`src/rtl/tdc_comp_ctrl_pkg.sv`:
```
// Shared constants for the TDC compensation sequencer: widths, timeout and
// one-hot state encodings matching the compensation engine.
package tdc_comp_ctrl_pkg;

  localparam int ADDR_W_DEF  = 11;
  localparam int DATA_W_DEF  = 16;
  localparam int TIMEOUT_DEF = 32;

  // The engine needs this many idle cycles after its done strobe before it can
  // accept the next request; the WRITE/LOAD/DATA path provides three.
  localparam int REQ_GAP_MIN = 2;

  typedef logic [6:0] state_t;

  localparam state_t S_IDLE   = 7'b000_0001;
  localparam state_t S_LOAD   = 7'b000_0010;
  localparam state_t S_DATA   = 7'b000_0100;
  localparam state_t S_REQ    = 7'b000_1000;
  localparam state_t S_WAIT   = 7'b001_0000;
  localparam state_t S_WRITE  = 7'b010_0000;
  localparam state_t S_FINISH = 7'b100_0000;

endpackage

```
`src/rtl/tdc_req_timer.sv`:
```
// Request watchdog: loadable up-counter with synchronous clear that stops and
// flags terminal when it reaches TIMEOUT. Usable by any handshake initiator.
module tdc_req_timer
  import tdc_comp_ctrl_pkg::*;
#(
  parameter int TIMEOUT = TIMEOUT_DEF,
  parameter int CNT_W   = $clog2(TIMEOUT + 1)
) (
  input  logic             clk,
  input  logic             rst_n,
  input  logic             clr,
  input  logic             ld,
  input  logic [CNT_W-1:0] ld_value,
  input  logic             inc,
  output logic             tc
);

  logic [CNT_W-1:0] count;

  assign tc = (count == CNT_W'(TIMEOUT));

  // NOTE: state registers use non-blocking assignments so every flop samples
  // pre-edge values, independent of statement order across blocks.
  always_ff @(posedge clk or negedge rst_n) begin
    if (!rst_n) begin
      count <= '0;
    end else if (clr) begin
      count <= '0;
    end else if (ld) begin
      count <= ld_value;
    end else if (inc && !tc) begin
      count <= count + 1'b1;
    end
  end

endmodule

```
`src/rtl/tdc_comp_ctrl.sv`:
```
// Frame sequencer for the TDC compensation engine: reads raw samples, issues
// one engine request per point, and writes the corrected result out.
module tdc_comp_ctrl
  import tdc_comp_ctrl_pkg::*;
#(
  parameter int ADDR_W  = ADDR_W_DEF,
  parameter int DATA_W  = DATA_W_DEF,
  parameter int TIMEOUT = TIMEOUT_DEF
) (
  input  logic              i_clk_50m,
  input  logic              i_rst_n,
  input  logic              i_frame_start,
  input  logic [ADDR_W-1:0] i_addr_start,
  input  logic [ADDR_W-1:0] i_addr_end,
  output logic [ADDR_W-1:0] o_ram_rd_addr,
  input  logic [DATA_W-1:0] i_ram_rd_data,
  output logic              o_process_en,
  output logic [ADDR_W-1:0] o_tdc_rd_addr,
  output logic [DATA_W-1:0] o_rise_data,
  input  logic              i_process_done,
  input  logic [DATA_W-1:0] i_process_data,
  output logic              o_wr_en,
  output logic [ADDR_W-1:0] o_wr_addr,
  output logic [DATA_W-1:0] o_wr_data,
  output logic              o_busy,
  output logic              o_frame_done,
  output logic              o_timeout_err
);

  localparam int CNT_W = $clog2(TIMEOUT + 1);

  state_t            state;
  logic [ADDR_W-1:0] cur;
  logic [ADDR_W-1:0] addr_end_q;
  logic              abort;
  logic              timer_tc;

  // The timer starts from zero in the request cycle and counts through WAIT,
  // so a silent engine aborts exactly TIMEOUT cycles after the request pulse.
  tdc_req_timer #(
    .TIMEOUT (TIMEOUT),
    .CNT_W   (CNT_W)
  ) u_req_timer (
    .clk      (i_clk_50m),
    .rst_n    (i_rst_n),
    .clr      (state == S_DATA),
    .ld       (1'b0),
    .ld_value ({CNT_W{1'b0}}),
    .inc      ((state == S_REQ) || (state == S_WAIT)),
    .tc       (timer_tc)
  );

  always_ff @(posedge i_clk_50m or negedge i_rst_n) begin
    if (!i_rst_n) begin
      state         <= S_IDLE;
      cur           <= '0;
      addr_end_q    <= '0;
      abort         <= 1'b0;
      o_ram_rd_addr <= '0;
      o_process_en  <= 1'b0;
      o_tdc_rd_addr <= '0;
      o_rise_data   <= '0;
      o_wr_en       <= 1'b0;
      o_wr_addr     <= '0;
      o_wr_data     <= '0;
      o_busy        <= 1'b0;
      o_frame_done  <= 1'b0;
      o_timeout_err <= 1'b0;
    end else begin
      // NOTE: strobes default low each cycle; a state that wants a pulse
      // overrides below, so no strobe can stick high.
      o_process_en <= 1'b0;
      o_wr_en      <= 1'b0;
      o_frame_done <= 1'b0;

      unique case (state)
        S_IDLE: begin
          if (i_frame_start) begin
            addr_end_q    <= i_addr_end;
            cur           <= i_addr_start;
            o_ram_rd_addr <= i_addr_start;
            abort         <= 1'b0;
            o_timeout_err <= 1'b0;
            o_busy        <= 1'b1;
            state         <= S_LOAD;
          end
        end

        S_LOAD: state <= S_DATA;

        // Read data for cur is on the bus this cycle; it and the address are
        // frozen here and stay untouched until the next point's DATA cycle.
        S_DATA: begin
          o_rise_data   <= i_ram_rd_data;
          o_tdc_rd_addr <= cur;
          o_process_en  <= 1'b1;
          state         <= S_REQ;
        end

        S_REQ: state <= S_WAIT;

        S_WAIT: begin
          if (i_process_done) begin
            o_wr_data <= i_process_data;
            o_wr_addr <= cur;
            o_wr_en   <= 1'b1;
            state     <= S_WRITE;
          end else if (timer_tc) begin
            o_wr_data     <= '0;
            o_wr_addr     <= cur;
            o_wr_en       <= 1'b1;
            o_timeout_err <= 1'b1;
            abort         <= 1'b1;
            state         <= S_WRITE;
          end
        end

        S_WRITE: begin
          if (abort || (cur == addr_end_q)) begin
            o_frame_done <= 1'b1;
            o_busy       <= 1'b0;
            state        <= S_FINISH;
          end else begin
            cur           <= cur + 1'b1;
            o_ram_rd_addr <= cur + 1'b1;
            state         <= S_LOAD;
          end
        end

        S_FINISH: state <= S_IDLE;

        default: state <= S_IDLE;
      endcase
    end
  end

endmodule
```
`config.mk`:
```
export PLATFORM = sky130hd
export DESIGN_NAME = tdc_comp_ctrl
export DESIGN_NICKNAME = d
export VERILOG_FILES = /design/src/rtl/tdc_comp_ctrl_pkg.sv /design/src/rtl/tdc_req_timer.sv /design/src/rtl/tdc_comp_ctrl.sv
export SDC_FILE = /design/constraint.sdc
export NUM_CORES = 1
export LEC_CHECK = 0
export ABC_CLOCK_PERIOD_IN_PS = 2300
export BUFFER_PORTS_ARGS = -buffer_cell sky130_fd_sc_hd__buf_4
export CORE_UTILIZATION = 46
export CTS_CLUSTER_SIZE = 8
export DETAILED_ROUTE_END_ITERATION = 10
export GPL_TIMING_DRIVEN = 0
export PLACE_DENSITY = 0.79
export SLEW_MARGIN = 25
export SYNTH_ARGS = -nofsm -noshare
export SYNTH_HDL_FRONTEND = slang
export SYNTH_SLANG_ARGS = --single-unit
```
`constraint.sdc`:
```
create_clock -name i_clk_50m -period 2.3 [get_ports i_clk_50m]
set_input_delay 0.345 -clock i_clk_50m [delete_from_list [all_inputs] [get_ports i_clk_50m]]
set_output_delay 0.345 -clock i_clk_50m [all_outputs]
set_load 0.02 [all_outputs]
```
==> results of run 1 <==
## cells in the final DEF (no fill, tap or decap), drive strengths merged, types with 3 or more instances in the layout
cell,n
or4,4
buf,138
inv,15
nor2,21
a21oi,8
nand2,114
ha,3
dfrtp,93
xor2,3
a211oi,3
mux2,11
clkbuf,25
nand3,6
o21ai,14
a22o,16
nor3,4
nor4,6
a221oi,5
nand4,6
nor3b,3
xnor2,13
## routing by layer
| metal | up-vias | part of all wire [%] | wire [um] |
|---|---|---|---|
| met1 | 1665 | 42 | 4230 |
| li1 | 1647 | - | - |
| met2 | 159 | 48 | 4770 |
| met3 | 14 | 8.4 | 840 |
| met4 | 0 | 1.7 | 174 |
| met5 | - | 0 | 0 |
## cell type report
cell class	count	area [um^2]	share of cell area (%)
Buffer	15	65.1	1.20
Clock buffer	13	149	2.75
Clock inverter	1	7.51	0.139
Inverter	16	60.1	1.11
Multi-Input combinational cell	269	1630	30.1
Sequential cell	94	2350	43.5
Tap cell	105	131	2.42
Timing Repair Buffer	135	1020	18.8
## repair_timing
item | CTS | global route
endpoints found under the hold margin | 0 | 0
gates resized for setup | 9 | 9
pin swaps | 0 | 4
endpoints found under the setup margin | 58 | 52
buffers inserted | 2 | 6
## registers in the layout, summed over array words and instances, names as in the netlist
signal,cells
o_wr_en,1
state,7
cur,11
o_tdc_rd_addr,11
o_wr_addr,11
abort,1
addr_end_q,11
o_frame_done,1
o_rise_data,16
o_wr_data,16
u_req_timer.count,6
o_process_en,1
o_busy,1
## worst max path at each step
stage / startpoint / to / slack, ns / cells past startpoint
floorplan: state[2] / cur[5] / 0.03 / 6
global placement: cur[2] / cur[2] / -0.41 / 6
detailed placement: cur[2] / cur[7] / -0.40 / 7
CTS: state[3] / cur[5] / -0.05 / 6
global route: state[2] / o_wr_data[8] / -0.03 / 9
finish: state[2] / cur[5] / 0.02 / 5
## per-stage QoR
stage,TNS [ns],std cells,setup WS (ns),utilization (%)
floorplan,0,399,0.0290,-
global placement,-6.33,631,-0.413,61.4
detailed placement,-8.30,631,-0.404,61.5
CTS,-0.203,645,-0.0501,64.1
global route,-0.146,648,-0.0297,64.6
finish,0,648,0.0165,64.6
## power groups by stage
stage / clock network (uW) / logic (uW) / registers [uW]
6_report: 939 / 2550 / 2620
4_1_cts: 968 / 2520 / 2610
2_1_floorplan: 0 / 1130 / 2930
5_1_grt: 1030 / 2810 / 2690
3_3_place_gp: 0 / 2460 / 2570
3_5_place_dp: 0 / 2530 / 2600
## cells by family after synthesis
group,synth area share [%]
compound gates,11.3
simple gates,19.2
fa+ha+maj,0.926
buf+inv,3.43
xor+xnor,3.46
flops,58.1
mux,3.55
==> results.ini, run 1 <==
[yosys]
netlist_area_um2 = 4050
netlist_top_cells_area = dfrtp_1, nand2_1, a22o_1
syn_nets = 460
synth_flop_cell = dfrtp_1
yosysSeqAreaShare_pct = 58.1
synthArstFlopShare_pct = 100
synth_top_area_share_pct = 57.4
synth-edff-count = 0
yosysWarningCount = 0
netlist.top_cell.by_area = dfrtp_1
ys_seq_elements = 94
synth.most_common_cell = nand2_1
synth_cell_type_count = 47
netlist_instances = 399
syn_avg_cell_area_um2 = 10.2
ys_top_cells_by_count = nand2_1, dfrtp_1, nor2_1

[floorplanning]
dieWidth_um = 95.9
die_h_um = 95.9
io_pins = 128
die_area_um2 = 9190
core_area_um2 = 8380
row_count = 33
start_util_pct = 48.4

[flow_run]
drv_cap = 0

[timing]
period_needed_ns = 2.28
finClkSkew_ns = 0.00804
hold_viol = 0
max_freq_mhz = 438
worst_pin_slew_ns = 0.851
whs_ns = 0.0583
rsz0062_at_grt = true
setup_violations = 0
final_max_slew_viol_count = 0
fin_crit_sh_pct = 99.3
slew_headroom_pct = 43.2

[power_and_ir_drop]
p_total_uw = 6110
seqPwrFrac_pct = 42.9
leakagePower_uw = 0.00272
p_int_uw = 3670
comb_power_share_pct = 41.8
power.switching_uw = 2450
netSwitchingFraction_pct = 40.0
power.density_nw_per_um2 = 1130
clockPowerShare_pct = 15.4
ir_worst_vdd_mv = 0.375

[clock_tree]
tritoncts = done
ctsHoldBuffers = 0
clock_sinks = 94
cts.path.max_buffers = 2
htree_levels = 3
numCtsBuffers = 9
clock_latency_ns = 0.35
root_buffer = clkbuf_8
cts.clk_slew.worst_paths_ns = 0.08

[final_layout]
area.growth.synth_to_final_pct = 33.7
design_area_um2 = 5420
fill_cells = 660
final_nets = 601
layout-drive-gt1-share_pct = 33.0
antenna_cells = 0

[worst_setup_path]
cp_slowest_cell = or4_4
timing.rr.end = cur[5]
r2r_start = state[2]
cp_max_fo = 7
end_kind = register
cpMostUsedCell = or4_4
worst-r2r-setup-slack_ns = 0.02
path_class = register to register
r2r.worst_path.cells = 5
cp-start-kind = register
arrival_ns = 2.49
critPathTopFamily = simple AND/OR/NAND/NOR gates
cp_cell_sequence = or4_4 > or4_4 > or4_4 > o211ai_2 > a221oi_2
critPathMaxStageDelay_ns = 0.54
cp.required_ns = 2.51
critPathBufInv = 0

[global_route]
antenna_found_initial = 0
use_met3_pct = 5.92
gr-usage-met1_pct = 29.3
grt_max_degree = 95
grt_overflow = 0
grt_first_pass_wirelength_mm = 15.8
busiest_layer = met2
grt_pass1_vias = 3375
grt.total_usage_pct = 22.8
grtUsageMet2_pct = 37.1

[route]
drtPass1Iterations = 5
drt_iter0_drc = 206
wl_mm = 10.0
viasPerCell = 5.38
drc = 0
num_vias = 3485
ant_nets = 0
wl_per_cell_um = 15.5

[placed_design]
port_buffers = 127
dpl.hpwl_mm = 7.09
place_area_um2 = 5160
gp_congestion = 0.809

[worst_hold_path]
hold_class = primary input to async pin

[run_status]
run_status = finished clean

Note: power is estimated with default switching activity, not from simulation.
==> run 2: changes to the inputs <==
--- a/config.mk
+++ b/config.mk
@@ -12,6 +12,7 @@
 export DETAILED_ROUTE_END_ITERATION = 10
 export GPL_TIMING_DRIVEN = 0
 export PLACE_DENSITY = 0.79
+export SETUP_SLACK_MARGIN = 0.5
 export SLEW_MARGIN = 25
 export SYNTH_ARGS = -nofsm -noshare
 export SYNTH_HDL_FRONTEND = slang
==> run 2 against run 1 <==
  * Clock power is 2.4% higher
  * Critical path depth is 1 higher
  * Worst hold slack got worse by 0.0056 ns
  * Fmax up 2.8%
  * Register-to-register slack improved by 0.06 ns
  * Largest power group is now combinational logic
==> results.ini, run 2 (same netlist as run 1, synthesis figures left out) <==
[floorplanning]
io_pins = 128
start_util_pct = 48.4
die_h_um = 95.9
die_area_um2 = 9190
row_count = 33
dieWidth_um = 95.9
core_area_um2 = 8380

[worst_setup_path]
r2r.worst_path.cells = 6
cp.required_ns = 2.54
path_class = register to register
arrival_ns = 2.46
end_kind = register
cp-start-kind = register
cp_max_fo = 2

[final_layout]
antenna_cells = 0
fill_cells = 525
register_area_um2 = 2360
instances_no_fill = 694
layout-drive-gt1-share_pct = 48.9
reg.largest.list = o_rise_data (16), o_wr_data (16)
multi_input_area_um2 = 1920
area.growth.synth_to_final_pct = 55.2
final_nets = 646
final_common_cell = buf_4
layout_common_cells = buf_4, nand2_1, dfrtp_1

[clock_tree]
cts.clk_slew.worst_paths_ns = 0.09
clock_sinks = 94
numCtsBuffers = 9
clock_latency_ns = 0.36
htree_levels = 3
tritoncts = done
root_buffer = clkbuf_8
cts.path.max_buffers = 2

[route]
ant_nets = 0
viasPerCell = 5.79
wl_mm = 12.9
wl_per_cell_um = 18.6
drt_iter0_drc = 372
num_vias = 4019
drtPass1Iterations = 5
drc = 0

[global_route]
grt_overflow = 0
grt_pass1_vias = 3844
grt_max_degree = 95
grt_first_pass_wirelength_mm = 18.3
grt.total_usage_pct = 26.4
antenna_found_initial = 0

[placed_design]
port_buffers = 127
placed_cells = 631
dpl.hpwl_mm = 7.24
gp_congestion = 0.890

[power_and_ir_drop]
leakagePower_uw = 0.00314
ir_worst_vdd_mv = 0.447
power.density_nw_per_um2 = 1160

[timing]
final_max_slew_viol_count = 0
finClkSkew_ns = 0.00979
worst_pin_slew_ns = 0.834
max_freq_mhz = 450
rsz0062_at_grt = true
fin_crit_sh_pct = 96.6
hold_viol = 0
setup_violations = 0
period_needed_ns = 2.22
fin_tns_setup_ns = 0
slew_headroom_pct = 44.4

[worst_hold_path]
hold_class = primary input to async pin

[run_status]
run_status = finished clean

[flow_run]
drv_cap = 0

-- run 2: cell count changes in the layout (fill, tap and decap cells not counted), moves of 5 or more --
cell	previous run	this run
buf_4	134	160
buf_6	1	16
buf_8	0	5
clkbuf_1	12	2
dfrtp_1	92	85
dfrtp_2	1	8
nand2_1	114	96
nand2_2	0	12
nand2_4	0	6
nor2_1	21	15
nor2_4	0	6
xnor2_1	13	8
-- run 2: layer usage --
| metal | global-route usage (%) | routed length, um | vias up |
|---|---|---|---|
| li1 | - | - | 1738 |
| met1 | 31.7 | 4930 | 1973 |
| met2 | 44.2 | 6350 | 249 |
| met3 | 6.24 | 1130 | 59 |
| met4 | 13.9 | 522 | 0 |
| met5 | 0 | 0 | - |
-- run 2: final cells by class --
| class | instances | share of cell area (%) |
|---|---|---|
| Tap cell | 105 | 2.09 |
| Sequential cell | 94 | 37.6 |
| Clock buffer | 11 | 2.09 |
| Inverter | 16 | 0.955 |
| Multi-Input combinational cell | 269 | 30.5 |
| Buffer | 20 | 3.72 |
| Timing Repair Buffer | 175 | 22.6 |
| Clock inverter | 4 | 0.398 |
-- run 2: critical path, stage by stage, from the launching register on --
cell and delay (ns):
dfrtp_1 0.39, or4_4 0.55, or4_4 0.44, buf_6 0.14, or4_4 0.41, o211ai_2 0.09
a221oi_2 0.08
-- run 2: metrics by stage --
stage / setup WS (ns) / cell area (um^2) / hold slack, ns / total power [uW] / utilization, %
floorplan: 0.119 / 4170 / 0.0494 / 4180 / -
global placement: -0.180 / 5250 / 0.458 / 5140 / 62.7
detailed placement: -0.214 / 5260 / 0.464 / 5230 / 62.7
CTS: 0.104 / 5960 / 0.0993 / 6800 / 71.1
global route: 0.0527 / 6290 / 0.119 / 7620 / 75.0
finish: 0.0784 / 6290 / 0.0527 / 7280 / 75.0
-- run 2: what timing repair did --
item	4_1_cts	5_1_grt
hold buffers	0	0
setup buffers	26	17
pin swaps	23	30
gates resized for setup	67	68
cloned	4	1
endpoints found under the setup margin	89	90
-- run 2: final timing paths --
kind	startpoint	to	slack, ns
min in group i_clk_50m	i_ram_rd_data[9]	o_rise_data[9]	0.17
max	state[4]	cur[5]	0.08
max in group asynchronous	i_rst_n	cur[7]	1.63
min reg2reg	o_tdc_rd_addr[1]	o_tdc_rd_addr[1]	0.48
min	i_rst_n	o_wr_data[7]	0.05
max reg2reg	state[4]	cur[5]	0.08
-- run 2: power breakdown --
part | internal (uW) | leakage (uW) | total [uW] | switching [uW]
sequential | 2150 | 0.00117 | 2660 | 514
clock | 385 | 0.0000752 | 962 | 577
combinational | 1760 | 0.00190 | 3660 | 1900
